--- src/rtl/mem_arbiter.sv ---
// Arbiter that gives the fetch port and the load/store port turns on one single-ported memory.
// Define ARB_RR_EN to replace fixed data-first priority with round-robin tie breaking.
module mem_arbiter #(
  parameter int LATENCY = 2,
  parameter int CNT_W   = 4
) (
  input  logic        clk,
  input  logic        reset,
  input  logic        i_req,
  input  logic [31:0] i_addr,
  output logic [31:0] i_rdata,
  output logic        i_ready,
  input  logic        d_req,
  input  logic [31:0] d_addr,
  input  logic [31:0] d_wdata,
  input  logic        d_wr,
  input  logic [1:0]  d_size,
  output logic [31:0] d_rdata,
  output logic        d_ready,
  output logic [31:0] m_addr,
  output logic [31:0] m_wdata,
  output logic        m_wr,
  output logic [1:0]  m_size,
  input  logic [31:0] m_rdata,
  output logic        busy,
  output logic        owner_d
);

  typedef enum logic [1:0] {IDLE, ACCESS, RESP} state_t;

  localparam logic [CNT_W-1:0] CNT_LOAD = CNT_W'(LATENCY - 1);

  state_t           state;
  logic [CNT_W-1:0] cnt;
  logic [31:0]      addrQ;
  logic [31:0]      wdataQ;
  logic             wrQ;
  logic [1:0]       sizeQ;
  logic             grantAny;
  logic             grantD;

`ifdef ARB_RR_EN
  logic lastD;
  // On a tie the port that was not served last goes first.
  assign grantD = d_req && (!i_req || !lastD);
`else
  assign grantD = d_req;
`endif
  assign grantAny = d_req || i_req;

  always_ff @(posedge clk or posedge reset) begin
    if (reset) begin
      state   <= IDLE;
      cnt     <= '0;
      i_ready <= 1'b0;
      d_ready <= 1'b0;
      i_rdata <= '0;
      d_rdata <= '0;
      busy    <= 1'b0;
      owner_d <= 1'b0;
`ifdef ARB_RR_EN
      lastD   <= 1'b0;
`endif
    end else begin
      case (state)
        IDLE: begin
          if (grantAny) begin
            state   <= ACCESS;
            cnt     <= CNT_LOAD;
            busy    <= 1'b1;
            owner_d <= grantD;
`ifdef ARB_RR_EN
            lastD   <= grantD;
`endif
          end
        end
        ACCESS: begin
          if (cnt == '0) begin
            state <= RESP;
            if (owner_d) begin
              d_rdata <= m_rdata;
              d_ready <= 1'b1;
            end else begin
              i_rdata <= m_rdata;
              i_ready <= 1'b1;
            end
          end else begin
            cnt <= cnt - 1'b1;
          end
        end
        RESP: begin
          // Requests are deliberately not sampled here so a dropped req is never re-granted.
          state   <= IDLE;
          i_ready <= 1'b0;
          d_ready <= 1'b0;
          busy    <= 1'b0;
        end
        default: state <= IDLE;
      endcase
    end
  end

  // Request fields are captured once at grant; only the FSM state needs reset.
  always_ff @(posedge clk) begin
    if (state == IDLE && grantAny) begin
      if (grantD) begin
        addrQ  <= d_addr;
        wdataQ <= d_wdata;
        wrQ    <= d_wr;
        sizeQ  <= d_size;
      end else begin
        addrQ  <= i_addr;
        wdataQ <= '0;
        wrQ    <= 1'b0;
        sizeQ  <= 2'b10;
      end
    end
  end

  // The write enable is confined to the final access cycle so each store commits once.
  always_comb begin
    m_addr  = '0;
    m_wdata = '0;
    m_size  = '0;
    m_wr    = 1'b0;
    if (state == ACCESS) begin
      m_addr  = addrQ;
      m_wdata = wdataQ;
      m_size  = sizeQ;
      m_wr    = wrQ && (cnt == '0);
    end
  end

endmodule

--- config.mk ---
export PLATFORM = sky130hd
export DESIGN_NAME = mem_arbiter
export DESIGN_NICKNAME = d
export VERILOG_FILES = /design/src/rtl/mem_arbiter.sv
export SDC_FILE = /design/constraint.sdc
export NUM_CORES = 1
export LEC_CHECK = 0
export CAP_MARGIN = 25
export CORE_MARGIN = 2
export CORE_UTILIZATION = 45
export DETAILED_ROUTE_END_ITERATION = 10
export PLACE_DENSITY = 0.9
export SLEW_MARGIN = 0
export SYNTH_ARGS = -nofsm -noshare
export SYNTH_HDL_FRONTEND = slang
export SYNTH_SLANG_ARGS = --single-unit
--- constraint.sdc ---
create_clock -name clk -period 4.5 [get_ports clk]
set_clock_uncertainty 0.05 [all_clocks]
set_input_delay 0.9 -clock clk [delete_from_list [all_inputs] [get_ports clk]]
set_output_delay 0.9 -clock clk [all_outputs]
set_load 0.02 [all_outputs]
==> results of run 1 <==
## layout by cell type (no fill, tap or decap), drive strengths merged
master	instances
mux2	98
clkinv	7
nor4bb	1
bufinv	1
o31a	1
dfrtp	74
or4	1
clkdlybuf4s50	268
or3b	2
a21oi	2
mux2i	1
nand3	2
clkinvlp	1
o211ai	1
and3	1
a31oi	1
clkbuf	21
nor3	3
ha	7
nor3b	3
nor2	1
nand2b	2
o2bb2ai	1
buf	7
and2	100
o21ai	2
edfxtp	67
a211o	2
inv	9
a211oi	1
o21a	1
nor4	4
nand2	2
a22o	1
## critical path: stages (launching register included)
cell and delay [ns]:
dfrtp_1 0.40, inv_1 0.14, ha_1 0.20, nor3b_1 0.64
and3_1 0.25, clkdlybuf4s50_1 0.61
## how the worst min path moves through the flow
stage	startpoint	slack (ns)	cells after the start	endpoint
6_report	d_rdata[6]	0.44	1	d_rdata[6]
5_1_grt	d_rdata[6]	0.47	1	d_rdata[6]
4_1_cts	d_rdata[6]	0.45	1	d_rdata[6]
3_5_place_dp	d_rdata[6]	0.44	1	d_rdata[6]
3_3_place_gp	d_rdata[6]	0.43	1	d_rdata[6]
2_1_floorplan	cnt[1]	0.46	1	cnt[1]
## power by group through the flow
stage          combinational (uW)  sequential, uW  clock (uW)
5_1_grt                      3000            2220        1410
6_report                     2840            2160        1330
4_1_cts                      2850            2160        1360
3_5_place_dp                 2840            2180           0
2_1_floorplan                1110            2520           0
3_3_place_gp                 2780            2150           0
## state kept, by name, summed over array words and instances, names as in the netlist
name     cells
i_ready      1
state        2
addrQ       32
sizeQ        2
wdataQ      32
i_rdata     32
d_rdata     32
cnt          4
owner_d      1
d_ready      1
busy         1
wrQ          1
## cell families (layout without fill, tap and decap cells)
group           count (synthesis)  after routing
buf+inv                        30            314
flops                         141            141
compound gates                 13             13
fa+ha+maj                       7              7
mux                            99             99
simple gates                  122            122
## through the flow
stage | hold WS, ns | instances | util | power, uW
2_1_floorplan | 0.457 | 412 | - | 3630
3_3_place_gp | 0.425 | 839 | 0.673 | 4920
3_5_place_dp | 0.439 | 839 | 0.673 | 5020
4_1_cts | 0.451 | 871 | 0.716 | 6370
5_1_grt | 0.466 | 872 | 0.717 | 6630
6_report | 0.442 | 872 | 0.717 | 6330
## per-layer routing
metal	share of wire	wire length, um	global-route usage
met1	0.37	5610	0.232
met2	0.50	7490	0.351
met3	0.094	1420	0.0750
met4	0.037	554	0.114
met5	0	0	0
## final cells by class
type / instances / area (sq um)
well taps: 176 / 220
inverters: 7 / 26.3
clock inverters: 11 / 86.3
repair buffers: 275 / 2750
clock buffers: 21 / 482
fillers: 832 / 3740
multi-input cells: 241 / 2080
flip-flops and latches: 141 / 3860
==> results.sh, run 1 <==
export IMPL_status="finished, final reports clean"
export IMPL_irDropWorstVdd_v=0.000299
export IMPL_yosysMostFrequentCell="and2_1"
export IMPL_overflow=0
export IMPL_synth_compound_area_share=0.0152
export IMPL_relSlewSlack=0.412
export IMPL_setup_viol=0
export IMPL_p_clk_frac=0.210
export IMPL_avgSynthCellArea_sq_um=14.8
export IMPL_synth_common_cells="and2_1 (100), mux2_2 (95), dfrtp_1 (74)"
export IMPL_synth_top_flop_cell="dfrtp_1"
export IMPL_drt_pass1_iterations=4
export IMPL_syn_area_sq_um=6090
export IMPL_clockBufferDepth=2
export IMPL_ios=270
export IMPL_numCtsBuffers=17
export IMPL_worst_hold_path_type="flip-flop to flip-flop"
export IMPL_vias_per_cell=4.90
export IMPL_holdBufCountCts=0
export IMPL_critPathLaunch="cnt[0]"
export IMPL_leakagePower_uw=0.00373
export IMPL_switching_share=0.342
export IMPL_p_switching_uw=2170
export IMPL_post_cts_setup_buffers=0
export IMPL_clock_sinks=141
export IMPL_synth_mux_area_frac=0.183
export IMPL_cts_htree_levels=4
export IMPL_dr_total_vias=4274
export IMPL_fp_dieH_um=120
export IMPL_timing_rr_end="d_rdata[5]"
export IMPL_area_growth_pct=56.0
export IMPL_critPathArrivalTime_ns=2.66
export IMPL_grt_pass1_wl_um=22900
export IMPL_nNetsFinal=825
export IMPL_crit_path_end_kind="output port"
export IMPL_yosysTopAreaCellShare=0.330
export IMPL_p_int_uw=4160
export IMPL_antenna_found_initial=0
export IMPL_rsz0062_at_grt="no"
export IMPL_synth_simple_area_share=0.128
export IMPL_synth_seq_cells=141
export IMPL_rrSetupSlack_ns=1.51
export IMPL_maxCapViolCount=0
export IMPL_dieArea_sq_um=14500
export IMPL_synth_edf_count=67
export IMPL_worst_pin_slew_ns=0.882
export IMPL_place_congestion=0.832
export IMPL_worstSkewPairLatency_ns=0.41
export IMPL_drc_errors=0
export IMPL_synth_cell_types=37
export IMPL_finalSetupTns_ns=0
export IMPL_synthCells=412
export IMPL_synth_top_family_by_area="multiplexers"
export IMPL_drt_wl_total_um=15100
export IMPL_drive_gt1_frac=0.200
export IMPL_dpl_hpwl_um=11200
export IMPL_ys_warn_count=0
export IMPL_cp_endpoint="m_wr"
export IMPL_p_seq_frac=0.341
export IMPL_clkTransAtPathRegs_ns=0.06
export IMPL_max_freq_ghz=0.277
export IMPL_final_period_utilization=0.802
export IMPL_period_needed_ns=3.61
export IMPL_timing_rr_start="cnt[0]"
export IMPL_placed_area_sq_um=8910
export IMPL_yosysTopAreaCell="edfxtp_1"
export IMPL_antenna_left=0
export IMPL_final_area_sq_um=9500
export IMPL_ctsResizeCount=0
export IMPL_setup_ws_ns=0.891
export IMPL_die_w_um=120
export IMPL_synthAdderAreaFrac=0.0144
export IMPL_cts_tree="built"
export IMPL_grt_max_degree=74
export IMPL_core_area_sq_um=13200
export IMPL_wire_per_inst_um=17.3
export IMPL_yosysSeqAreaShare=0.634
export IMPL_drt_iter0_markers=224
export IMPL_io_buffers=269
export IMPL_critPathRequiredTime_ns=3.55
export IMPL_synth_xor_area_share=0
export IMPL_p_comb_frac=0.449
export IMPL_dp_slack_ns=1.20
export IMPL_drv_slew=0
export IMPL_synth_area_top_cells="edfxtp_1 (33%), dfrtp_1 (30%), mux2_2 (18%)"
export IMPL_initial_core_util=0.460
export IMPL_finalHoldViolations=0
export IMPL_row_count=42
export IMPL_synthArstFlopShare=0.525
export IMPL_r2r_cells=5
export IMPL_grt_total_usage=0.209
export IMPL_critPathKind="flip-flop to output port"
export IMPL_path_max_fanout=5
export IMPL_cts_root_buf="clkbuf_16"
export IMPL_start_kind="flip-flop"
export IMPL_first_global_vias=4520
export IMPL_power_density_nw_per_um2=666
export IMPL_syn_num_nets=554
export IMPL_diodes=0
Power figures use the tool's default switching activity.
==> inputs of run 2 (changes only) <==
CORE_UTILIZATION = 38   (was 45)
PLACE_DENSITY = 0.82   (was 0.9)
clock period = 2.9 ns   (was 4.5 ns; I/O delays follow)
==> run 2 against run 1 <==
  * First-iteration DRC count is 15% lower
  * Flip-flop and latch count is the same
  * Final cell count grew 5.0%
  * Sequential share of layout area is 1.3 points lower
  * Global-route usage shrank 3.4 points
  * Critical path type unchanged
  * Critical endpoint is now m_wdata[29]
  * Largest cell class unchanged
==> results.sh, run 2 (synthesis gave the netlist of run 1 again) <==
export IMPL_grt_pass1_wl_um=22700
export IMPL_drv_slew=0
export IMPL_worstSkewPairLatency_ns=0.41
export IMPL_instances_no_fill=916
export IMPL_post_cts_setup_buffers=0
export IMPL_drc_errors=0
export IMPL_area_growth_pct=61.0
export IMPL_worst_hold_path_type="flip-flop to flip-flop"
export IMPL_p_comb_frac=0.444
export IMPL_path_max_fanout=36
export IMPL_drive_gt1_frac=0.207
export IMPL_grt_max_degree=74
export IMPL_ios=270
export IMPL_row_count=46
export IMPL_placed_cells=883
export IMPL_vias_per_cell=4.68
export IMPL_power_density_nw_per_um2=1020
export IMPL_relSlewSlack=0.525
export IMPL_first_global_vias=4473
export IMPL_die_w_um=131
export IMPL_final_common_cell="clkdlybuf4s50_1"
export IMPL_overflow=0
export IMPL_drt_wl_total_um=15700
export IMPL_clkTransAtPathRegs_ns=0.06
export IMPL_hold_depth=1
export IMPL_io_buffers=269
export IMPL_critPathArrivalTime_ns=2.02
export IMPL_r2r_cells=7
export IMPL_worst_pin_slew_ns=0.711
export IMPL_placed_area_sq_um=9050
export IMPL_clockBufferDepth=2
export IMPL_max_freq_ghz=0.378
export IMPL_p_int_uw=6520
export IMPL_antenna_found_initial=0
export IMPL_critPathKind="flip-flop to output port"
export IMPL_dr_total_vias=4287
export IMPL_start_kind="flip-flop"
export IMPL_dpl_hpwl_um=11200
export IMPL_critPathRequiredTime_ns=2.27
export IMPL_layout_common_cells="clkdlybuf4s50_1 (201), and2_1 (100), mux2_2 (95), dfrtp_1 (74), edfxtp_1 (67)"
export IMPL_drt_iter0_markers=190
export IMPL_clock_sinks=141
export IMPL_fp_dieH_um=131
export IMPL_dieArea_sq_um=17100
export IMPL_p_switching_uw=3450
export IMPL_holdBufCountCts=0
export IMPL_leakagePower_uw=0.00471
export IMPL_final_area_sq_um=9800
export IMPL_rrSetupSlack_ns=0.53
export IMPL_antenna_left=0
export IMPL_crit_path_end_kind="output port"
export IMPL_period_needed_ns=2.65
export IMPL_initial_core_util=0.386
export IMPL_setup_viol=0
export IMPL_hold_slack_ns=0.434
export IMPL_cts_tree="built"
export IMPL_p_clk_frac=0.219
export IMPL_cts_htree_levels=4
export IMPL_cts_root_buf="clkbuf_16"
export IMPL_grt_total_usage=0.175
export IMPL_rsz0062_at_grt="no"
export IMPL_numCtsBuffers=17
export IMPL_irDropWorstVdd_v=0.000463
export IMPL_wire_per_inst_um=17.1
export IMPL_maxCapViolCount=0
export IMPL_total_power_uw=9970
export IMPL_status="finished, final reports clean"
export IMPL_finalHoldViolations=0
export IMPL_core_area_sq_um=15800
export IMPL_diodes=0
export IMPL_p_seq_frac=0.337
export IMPL_final_period_utilization=0.912
export IMPL_switching_share=0.346
export IMPL_drt_pass1_iterations=4
export IMPL_nNetsFinal=829
export IMPL_finalSetupTns_ns=0
export IMPL_place_congestion=0.732
==> run 2: cell count changes in the layout (fill, tap and decap cells not counted), moves of 2 or more <==
cell | before | now
clkinv_4 | 0 | 2
dlygate4sd2_1 | 0 | 12
inv_6 | 0 | 2
clkinv_2 | 6 | 4
inv_4 | 3 | 1
dlymetal6s2s_1 | 0 | 55
buf_12 | 1 | 4
clkdlybuf4s50_1 | 268 | 201
==> run 2: worst paths after layout <==
path                                   from          end
worst min register to register  i_rdata[30]  i_rdata[30]
worst max register to register     state[1]  i_rdata[27]
worst max-delay path               state[1]  m_wdata[29]
max in group asynchronous             reset  i_rdata[12]
worst min-delay path            i_rdata[30]  i_rdata[30]
min in group asynchronous             reset   d_rdata[0]
==> run 2: worst max-delay path: stages, from the launching register on <==
cell           delay [ns]
dfrtp_1              0.40
inv_1                0.14
ha_2                 0.27
clkbuf_16            0.24
and2_1               0.21
dlygate4sd2_1        0.35
==> run 2: what timing repair did <==
item                                    CTS  global route
resized for setup                        12            56
endpoints found under the setup margin   12            55
pin swaps                                 0             0
gates cloned                              0             1
==> run 2: layer usage <==
metal,global-route usage,wire length (um),vias to the layer above
li1,-,-,2003
met1,0.200,6090,2044
met2,0.303,7890,218
met3,0.0611,1370,22
met4,0.0688,310,0
met5,0,0,-
==> run 2: power groups by stage <==
| stage | clock network [uW] | logic, uW | registers [uW] |
|---|---|---|---|
| after floorplan | 0 | 1720 | 3910 |
| after global placement | 0 | 4380 | 3350 |
| after detailed placement | 0 | 4480 | 3390 |
| after CTS | 2220 | 4460 | 3360 |
| after global routing | 2310 | 4720 | 3440 |
| final | 2180 | 4430 | 3360 |
==> run 2: metrics by stage <==
stage	setup WS [ns]	utilization
floorplan	0.0323	-
global placement	0.494	0.574
detailed placement	0.437	0.574
CTS	0.000941	0.611
global route	0.169	0.622
finish	0.255	0.622
==> run 2: area by class of cell <==
class / instances / area (sq um)
clock buffer: 19 / 464
clock inverter: 13 / 136
fill: 1208 / 5970
inverter: 7 / 26.3
multi-input combinational: 241 / 2090
sequential: 141 / 3860
tap: 216 / 270
timing repair buffer: 279 / 2950
